[src/rtl/bbox_sample_iterator.sv]
// Walks a triangle's grid-aligned bounding box in raster order (x fastest),
// emitting one sample per cycle for the per-sample edge test.
module bbox_sample_iterator #(
  parameter int SIGFIG = 24,
  parameter int RADIX  = 10,
  parameter int VERTS  = 3,
  parameter int AXIS   = 3,
  parameter int COLORS = 3
) (
  input  logic                                    clk,
  input  logic                                    rst,
  input  logic [VERTS-1:0][AXIS-1:0][SIGFIG-1:0]  tri_R13S,
  input  logic [COLORS-1:0][SIGFIG-1:0]           color_R13U,
  input  logic [1:0][1:0][SIGFIG-1:0]             box_R13S,
  input  logic [4:0]                              step_lg2_R13U,
  input  logic                                    validTri_R13H,
  output logic                                    halt_RnnnnL,
  output logic [VERTS-1:0][AXIS-1:0][SIGFIG-1:0]  tri_R14S,
  output logic [COLORS-1:0][SIGFIG-1:0]           color_R14U,
  output logic [1:0][SIGFIG-1:0]                  sample_R14S,
  output logic                                    validSamp_R14H
);

  typedef enum logic {
    ST_WAIT = 1'b0,
    ST_TEST = 1'b1
  } state_e;

  state_e                                  state_r, state_s;
  logic [VERTS-1:0][AXIS-1:0][SIGFIG-1:0]  tri_r, tri_s;
  logic [COLORS-1:0][SIGFIG-1:0]           color_r, color_s;
  logic [SIGFIG-1:0]                       ll_x_r, ll_x_s;
  logic [SIGFIG-1:0]                       ur_x_r, ur_x_s;
  logic [SIGFIG-1:0]                       ur_y_r, ur_y_s;
  logic [4:0]                              step_lg2_r, step_lg2_s;
  logic [SIGFIG-1:0]                       samp_x_r, samp_x_s;
  logic [SIGFIG-1:0]                       samp_y_r, samp_y_s;
  logic                                    valid_r, valid_s;
  logic                                    halt_r, halt_s;

  logic [RADIX:0]                          step_s;
  logic signed [SIGFIG:0]                  step_ext_s;
  logic signed [SIGFIG:0]                  next_x_s;
  logic signed [SIGFIG:0]                  next_y_s;
  logic signed [SIGFIG:0]                  ur_x_ext_s;
  logic signed [SIGFIG:0]                  ur_y_ext_s;
  logic                                    x_fits_s;
  logic                                    y_fits_s;
  logic                                    box_ok_s;

  assign tri_R14S       = tri_r;
  assign color_R14U     = color_r;
  assign sample_R14S[0] = samp_x_r;
  assign sample_R14S[1] = samp_y_r;
  assign validSamp_R14H = valid_r;
  assign halt_RnnnnL    = halt_r;

  // Step arithmetic: sums carry one extra bit so a sum past the top of the
  // signed range cannot wrap negative and pass the "<=" test.
  always_comb begin
    step_s     = {{RADIX{1'b0}}, 1'b1} << step_lg2_r;
    step_ext_s = {{(SIGFIG-RADIX){1'b0}}, step_s};
    next_x_s   = $signed({samp_x_r[SIGFIG-1], samp_x_r}) + step_ext_s;
    next_y_s   = $signed({samp_y_r[SIGFIG-1], samp_y_r}) + step_ext_s;
    ur_x_ext_s = $signed({ur_x_r[SIGFIG-1], ur_x_r});
    ur_y_ext_s = $signed({ur_y_r[SIGFIG-1], ur_y_r});
    x_fits_s   = (next_x_s <= ur_x_ext_s);
    y_fits_s   = (next_y_s <= ur_y_ext_s);
    box_ok_s   = ($signed(box_R13S[0][0]) <= $signed(box_R13S[1][0])) &&
                 ($signed(box_R13S[0][1]) <= $signed(box_R13S[1][1]));
  end

  // Next-state and next-output logic for the WAIT/TEST walk.
  always_comb begin
    state_s    = state_r;
    tri_s      = tri_r;
    color_s    = color_r;
    ll_x_s     = ll_x_r;
    ur_x_s     = ur_x_r;
    ur_y_s     = ur_y_r;
    step_lg2_s = step_lg2_r;
    samp_x_s   = samp_x_r;
    samp_y_s   = samp_y_r;
    valid_s    = valid_r;
    halt_s     = halt_r;
    case (state_r)
      ST_WAIT: begin
        valid_s = 1'b0;
        halt_s  = 1'b1;
        if (validTri_R13H && box_ok_s) begin
          tri_s      = tri_R13S;
          color_s    = color_R13U;
          ll_x_s     = box_R13S[0][0];
          ur_x_s     = box_R13S[1][0];
          ur_y_s     = box_R13S[1][1];
          step_lg2_s = step_lg2_R13U;
          samp_x_s   = box_R13S[0][0];
          samp_y_s   = box_R13S[0][1];
          valid_s    = 1'b1;
          halt_s     = 1'b0;
          state_s    = ST_TEST;
        end else begin
          state_s    = ST_WAIT;
        end
      end
      ST_TEST: begin
        if (x_fits_s) begin
          samp_x_s = next_x_s[SIGFIG-1:0];
        end else if (y_fits_s) begin
          samp_x_s = ll_x_r;
          samp_y_s = next_y_s[SIGFIG-1:0];
        end else begin
          valid_s  = 1'b0;
          halt_s   = 1'b1;
          state_s  = ST_WAIT;
        end
      end
      default: begin
        valid_s = 1'b0;
        halt_s  = 1'b1;
        state_s = ST_WAIT;
      end
    endcase
  end

  // State and output registers with synchronous reset.
  always_ff @(posedge clk) begin
    if (rst) begin
      state_r    <= ST_WAIT;
      tri_r      <= '0;
      color_r    <= '0;
      ll_x_r     <= '0;
      ur_x_r     <= '0;
      ur_y_r     <= '0;
      step_lg2_r <= 5'd0;
      samp_x_r   <= '0;
      samp_y_r   <= '0;
      valid_r    <= 1'b0;
      halt_r     <= 1'b1;
    end else begin
      state_r    <= state_s;
      tri_r      <= tri_s;
      color_r    <= color_s;
      ll_x_r     <= ll_x_s;
      ur_x_r     <= ur_x_s;
      ur_y_r     <= ur_y_s;
      step_lg2_r <= step_lg2_s;
      samp_x_r   <= samp_x_s;
      samp_y_r   <= samp_y_s;
      valid_r    <= valid_s;
      halt_r     <= halt_s;
    end
  end

endmodule

[config.mk]
export PLATFORM = sky130hd
export DESIGN_NAME = bbox_sample_iterator
export DESIGN_NICKNAME = d
export VERILOG_FILES = /design/src/rtl/bbox_sample_iterator.sv
export SDC_FILE = /design/constraint.sdc
export NUM_CORES = 1
export LEC_CHECK = 0
export CORE_AREA = 2 2 282 284
export DETAILED_ROUTE_END_ITERATION = 8
export DIE_AREA = 0 0 284 286
export GPL_ROUTABILITY_DRIVEN = 0
export PLACE_DENSITY = 0.6
export SKIP_LAST_GASP = 1
export SLEW_MARGIN = 5
export SYNTH_ARGS = -nofsm -noshare
export SYNTH_HDL_FRONTEND = slang
export SYNTH_SLANG_ARGS = --single-unit
[constraint.sdc]
create_clock -name clk -period 8.9 [get_ports clk]
set_input_delay 1.78 -clock clk [delete_from_list [all_inputs] [get_ports clk]]
set_output_delay 1.78 -clock clk [all_outputs]
set_load 0.05 [all_outputs]
* Word-level counts from Yosys, hierarchy flattened
Index checks and enable logic that the tools add are counted.
Operators by class: add/subtract/negate cells 2, magnitude comparators 4, equality and inequality tests 5, shift-type cells 1, mux-type cells 19, bitwise operators 1, reductions and logical operators 6
Operator list (number):
- 24-bit 2-to-1 mux | 6
- 24-bit one-hot mux with 2 select lines | 2
- 24-bit by 12-bit adder with 25-bit output | 2
- 25-bit by 24-bit less-or-equal comparator with 1-bit output | 2
- 24-bit less-or-equal comparator | 2
- 1-bit by 5-bit << shifter with 11-bit output (first input constant) | 1
- 1-bit 2-to-1 mux | 8
- 2-bit != test (second input constant) | 3
- 1-bit one-hot mux with 2 select lines | 3
- 2-bit AND reduction | 3
- 3-bit by 1-bit != test with 1-bit output (second input constant) | 1
- 3-bit AND reduction | 1
- 1-bit logical AND | 2
- 2-bit by 1-bit != test with 1-bit output (second input constant) | 1
- 1-bit NOT | 1
Storage, ports and cells: register bits after elaboration 416, bits of input ports 392, output and inout bits 338, logic and storage cells 59

* Longest topological paths before layout
depth in word-level cells 6, mapped depth 27, depth with buffers taken out 24

* Worst setup path before layout
OpenSTA, ideal clock, no wires.
kind register to register, start point register step_lg2_r[0], end point register samp_y_r[17], setup time 74 ps, arrival 5154 ps, setup slack 3671 ps, cell stages (with the launch flop) 25, period minus slack after synthesis 5229 ps, cell sequence dfxtp_1 or3b_2 nor3_1 inv_1 fa_1 nor2b_1 o311a_1 o21ai_0 a21oi_1 o21ai_1 a21oi_4 nand2_2 buf_2 nor2_1 xor2_1 ha_1 a21o_1 a2111oi_0 o211ai_1 o22ai_1 nand3_2 o21ai_2 clkbuf_1 o21ai_0 a31oi_1
On the way: word-level cells in the longest chain between the ends 5, elaborated cells on any way between the ends 11
RTL lines:
- start, declared | RTL line 35 | logic [4:0] step_lg2_r, step_lg2_s;
- start signal, assigned | RTL line 147 | step_lg2_r <= step_lg2_s;
- 1-bit by 5-bit << shifter with 11-bit output * | RTL line 61 | step_s = {{RADIX{1'b0}}, 1'b1} << step_lg2_r;
- 24-bit by 12-bit adder with 25-bit output, on equally long branches | RTL line 64, 63
- 25-bit by 24-bit less-or-equal comparator with 1-bit output, or another cell as far along | RTL line 68 | y_fits_s = (next_y_s <= ur_y_ext_s);
- 2-bit by 1-bit != test with 1-bit output (no source line), or another cell as far along
- 3-bit AND reduction (no source line) / 24-bit one-hot mux with 2 select lines (equally long branches)
- end signal, assigned | RTL line 149 | samp_y_r <= samp_y_s;
- end, declared | RTL line 37 | logic [SIGFIG-1:0] samp_y_r, samp_y_s;
Mark *: on every way between the ends. The rest lies on a longest branch, timed or not. The select of a mux whose other input is x is not followed. A chain may end at the register's enable or synchronous reset.

* Final worst setup path
start point register step_lg2_r[0], end point register samp_y_r[11]
Same word-level chain as after synthesis.

==> flow_metrics.py <==
metrics = {
    "outcome": {
        "outcome": "finished, final reports clean",
    },
    "grt": {
        "groute.usage.overall_pct": 18.8,
        "antenna_found_initial": 29,
        "grt_max_degree": 196,
        "grt_pass1_vias": 18600,
        "gr-total-overflow": 0,
        "grt_pass1_wl_um": 117000,
    },
    "timing": {
        "fmax_mhz": 161,
        "worst_pin_slew_ns": 1.14,
        "rsz0062_at_grt": "no",
        "setup_tns_ns": 0,
        "skew_ns": 0.0178,
        "max-slew-margin-rel_pct": 23.9,
        "final-max-slew-violation-count": 0,
        "finalSetupViolations": 0,
        "post-route-period-util_pct": 69.8,
        "timing.hold.ws_ns": 0.449,
        "hold_viol_final": 0,
        "layout_min_cycle_time_ns": 6.22,
    },
    "floorplanning": {
        "die_area_um2": 81200,
        "initial_core_util_pct": 24.8,
        "ios": 730,
        "fp.dieH_um": 286,
        "rows": 103,
        "coreArea_um2": 78400,
        "dieWidth_um": 284,
    },
    "synthesis": {
        "synth-main-ff-cell": "dfxtp_1",
        "yosys.area.top_type": "dfxtp_1",
        "yosys.cell_count.top_type": "nand2_1",
        "synth_common_cells": "796 x nand2_1, 431 x a21oi_1, 416 x dfxtp_1",
        "synthCells": 2497,
        "synth_nets": 3009,
        "yosys.area.top_type_share_pct": 42.9,
        "yosysWarnings": 0,
        "synth_edf_count": 0,
        "synth_seq_area_share_pct": 42.9,
        "async_flop_share_pct": 0,
        "ys_ff_latch": 416,
        "synth_cell_types": 82,
        "netlist_area_um2": 19400,
        "avgSynthCellArea_um2": 7.77,
        "synth_area_leaders": "dfxtp_1 43%, nand2_1 15%, a21oi_1 11%, ha_1 7.6%, inv_1 2.2%",
    },
    "worst_setup_path": {
        "worstSetupEndpoint": "samp_y_r[11]$_SDFFE_PP0P_",
        "path_depth": 21,
        "critPathSlowestCell": "or3b_2",
        "crit_chain": "or3b_2 > nor3_1 > ha_1 > a211oi_1 > o21ai_0 > o211a_1 > nor3_1 > nor2_1 > nand2_1 > xnor2_1 > ha_1 > nand3_1 > nor3_1 > o311a_1 > o41a_1 > o21a_2 > nand3_2 > o21ai_2 > buf_4 > o21ai_0 > a32o_1",
        "critPathMaxStageDelay_ns": 0.51,
        "startpoint": "step_lg2_r[0]$_SDFFE_PP0P_",
        "arrival_ns": 6.69,
        "crit_buf_inv": 1,
        "endpoint_kind": "register",
        "r2r_end": "samp_y_r[11]$_SDFFE_PP0P_",
        "crit_top_cell": "nor3_1",
        "path_delay_family": "simple AND/OR/NAND/NOR gates",
        "reg2reg_depth": 21,
        "worstPathRequired_ns": 9.37,
        "cp-start-kind": "register",
        "reg2reg_setup_slack_ns": 2.68,
        "rr_startpoint": "step_lg2_r[0]$_SDFFE_PP0P_",
        "path_max_fanout": 29,
        "criticalPathCategory": "reg2reg",
    },
    "clocking": {
        "root_buffer": "clkbuf_16",
        "insertion_delay_ns": 0.59,
        "post-cts-setup-buffers": 0,
        "post_cts_resized": 0,
        "clkTransAtPathRegs_ns": 0.07,
        "cts-hold-fix-buffers": 0,
        "clock-sinks": 416,
        "clockBufferDepth": 3,
        "cts_tree": "done",
        "htreeDepth": 2,
        "numCtsBuffers": 51,
    },
    "placed_design": {
        "dp_hpwl_um": 60200,
        "io_buffer_count": 729,
        "place_area_um2": 27600,
    },
    "run": {
        "cap_violations": 0,
    },
    "finish": {
        "layout-drive-gt1-share_pct": 4.74,
        "fin_nets": 3656,
        "synthToLayoutAreaGrowth_pct": 51.1,
        "postLayoutCoreUtil_pct": 37.4,
        "design_area_um2": 29300,
    },
    "detailed_routing": {
        "drc": 0,
        "num_vias": 19500,
        "drt_iter0_drc": 1229,
        "postRouteAntennaNets": 0,
        "drt_pass1_iterations": 5,
        "wl_per_cell_um": 18.9,
        "via_per_inst": 4.60,
        "drt-total-wl_um": 80400,
    },
    "pwr": {
        "report.power.total_mw": 6.28,
        "pwr_density_cell_nw_per_um2": 214,
        "vdd_drop_max_mv": 0.155,
        "power_leakage_nw": 10.7,
    },
    "worst_hold_path": {
        "worstHoldPathType": "reg2reg",
    },
}
[layer usage]
metal / vias up / track usage (%) / part of all wire, %
li1: 9686 / - / -
met1: 9009 / 21.6 / 39
met2: 617 / 31.9 / 48
met3: 170 / 6.47 / 8.3
met4: 36 / 7.64 / 4.1
met5: - / 0 / 0.30
[how the worst min path moves through the flow]
| stage | cells after the start | startpoint | end | slack, ns |
|---|---|---|---|---|
| 2_1_floorplan | 2 | ll_x_r[10]$_SDFFE_PP0P_ | ll_x_r[10]$_SDFFE_PP0P_ | 0.43 |
| 5_1_grt | 2 | ll_x_r[16]$_SDFFE_PP0P_ | ll_x_r[16]$_SDFFE_PP0P_ | 0.46 |
| 3_3_place_gp | 2 | ll_x_r[13]$_SDFFE_PP0P_ | ll_x_r[13]$_SDFFE_PP0P_ | 0.44 |
| 4_1_cts | 2 | ll_x_r[10]$_SDFFE_PP0P_ | ll_x_r[10]$_SDFFE_PP0P_ | 0.45 |
| 3_5_place_dp | 2 | ll_x_r[10]$_SDFFE_PP0P_ | ll_x_r[10]$_SDFFE_PP0P_ | 0.44 |
| 6_report | 2 | ll_x_r[22]$_SDFFE_PP0P_ | ll_x_r[22]$_SDFFE_PP0P_ | 0.45 |
[cell usage in the layout, fill, tap and decap left out, drive strengths merged, types with 41 or more instances in the layout]
master / instances
ha: 118
nand2: 798
nor3: 42
clkbuf: 72
nor2: 75
o21ai: 41
a21oi: 432
dfxtp: 416
clkdlybuf4s50: 728
inv: 116
[report_power, final]
group	internal, mW	switching, mW
clock network	1.25	0.886
logic	0.729	1.27
registers	2.01	0.132
[final cells by class]
cell class / instances / area, µm²
Multi-Input combinational cell: 1818 / 10000
Clock inverter: 22 / 228
Clock buffer: 72 / 1510
Fill cell: 8205 / 49000
Sequential cell: 416 / 8330
Timing Repair Buffer: 745 / 7500
Antenna cell: 12 / 30.0
Inverter: 112 / 420
Tap cell: 1050 / 1310
[logic make-up (layout without fill, tap and decap cells)]
kind of cell | Yosys count | after routing | synth area share [%]
compound gates | 595 | 595 | 18.1
xor+xnor | 42 | 42 | 1.90
other cells | 0 | 12 | 0
flops | 416 | 416 | 42.9
simple gates | 1032 | 1032 | 22.1
fa+ha+maj | 123 | 123 | 7.97
mux | 26 | 26 | 1.34
buf+inv | 263 | 951 | 5.66
[worst min-delay path, delay by kind of cell (launching register included)]
kind	cells	cell delay, ns
AOI/OAI and AO/OA	1	0.05
and+or+nand+nor	1	0.05
DFF	1	0.30
[registers in the layout, indices dropped and copies added, names as in the netlist, 5 cells and up]
name        flops
ll_x_r         24
ur_y_r         24
samp_y_r       24
tri_R14S      216
ur_x_r         24
samp_x_r       24
step_lg2_r      5
color_R14U     72
[through the flow]
stage,instances,worst slack (ns)
floorplan,2497,3.67
global placement,4141,2.60
detailed placement,4141,2.56
CTS,4235,2.52
global route,4239,2.20
finish,4247,2.68
Power figures use the tool's default switching activity.
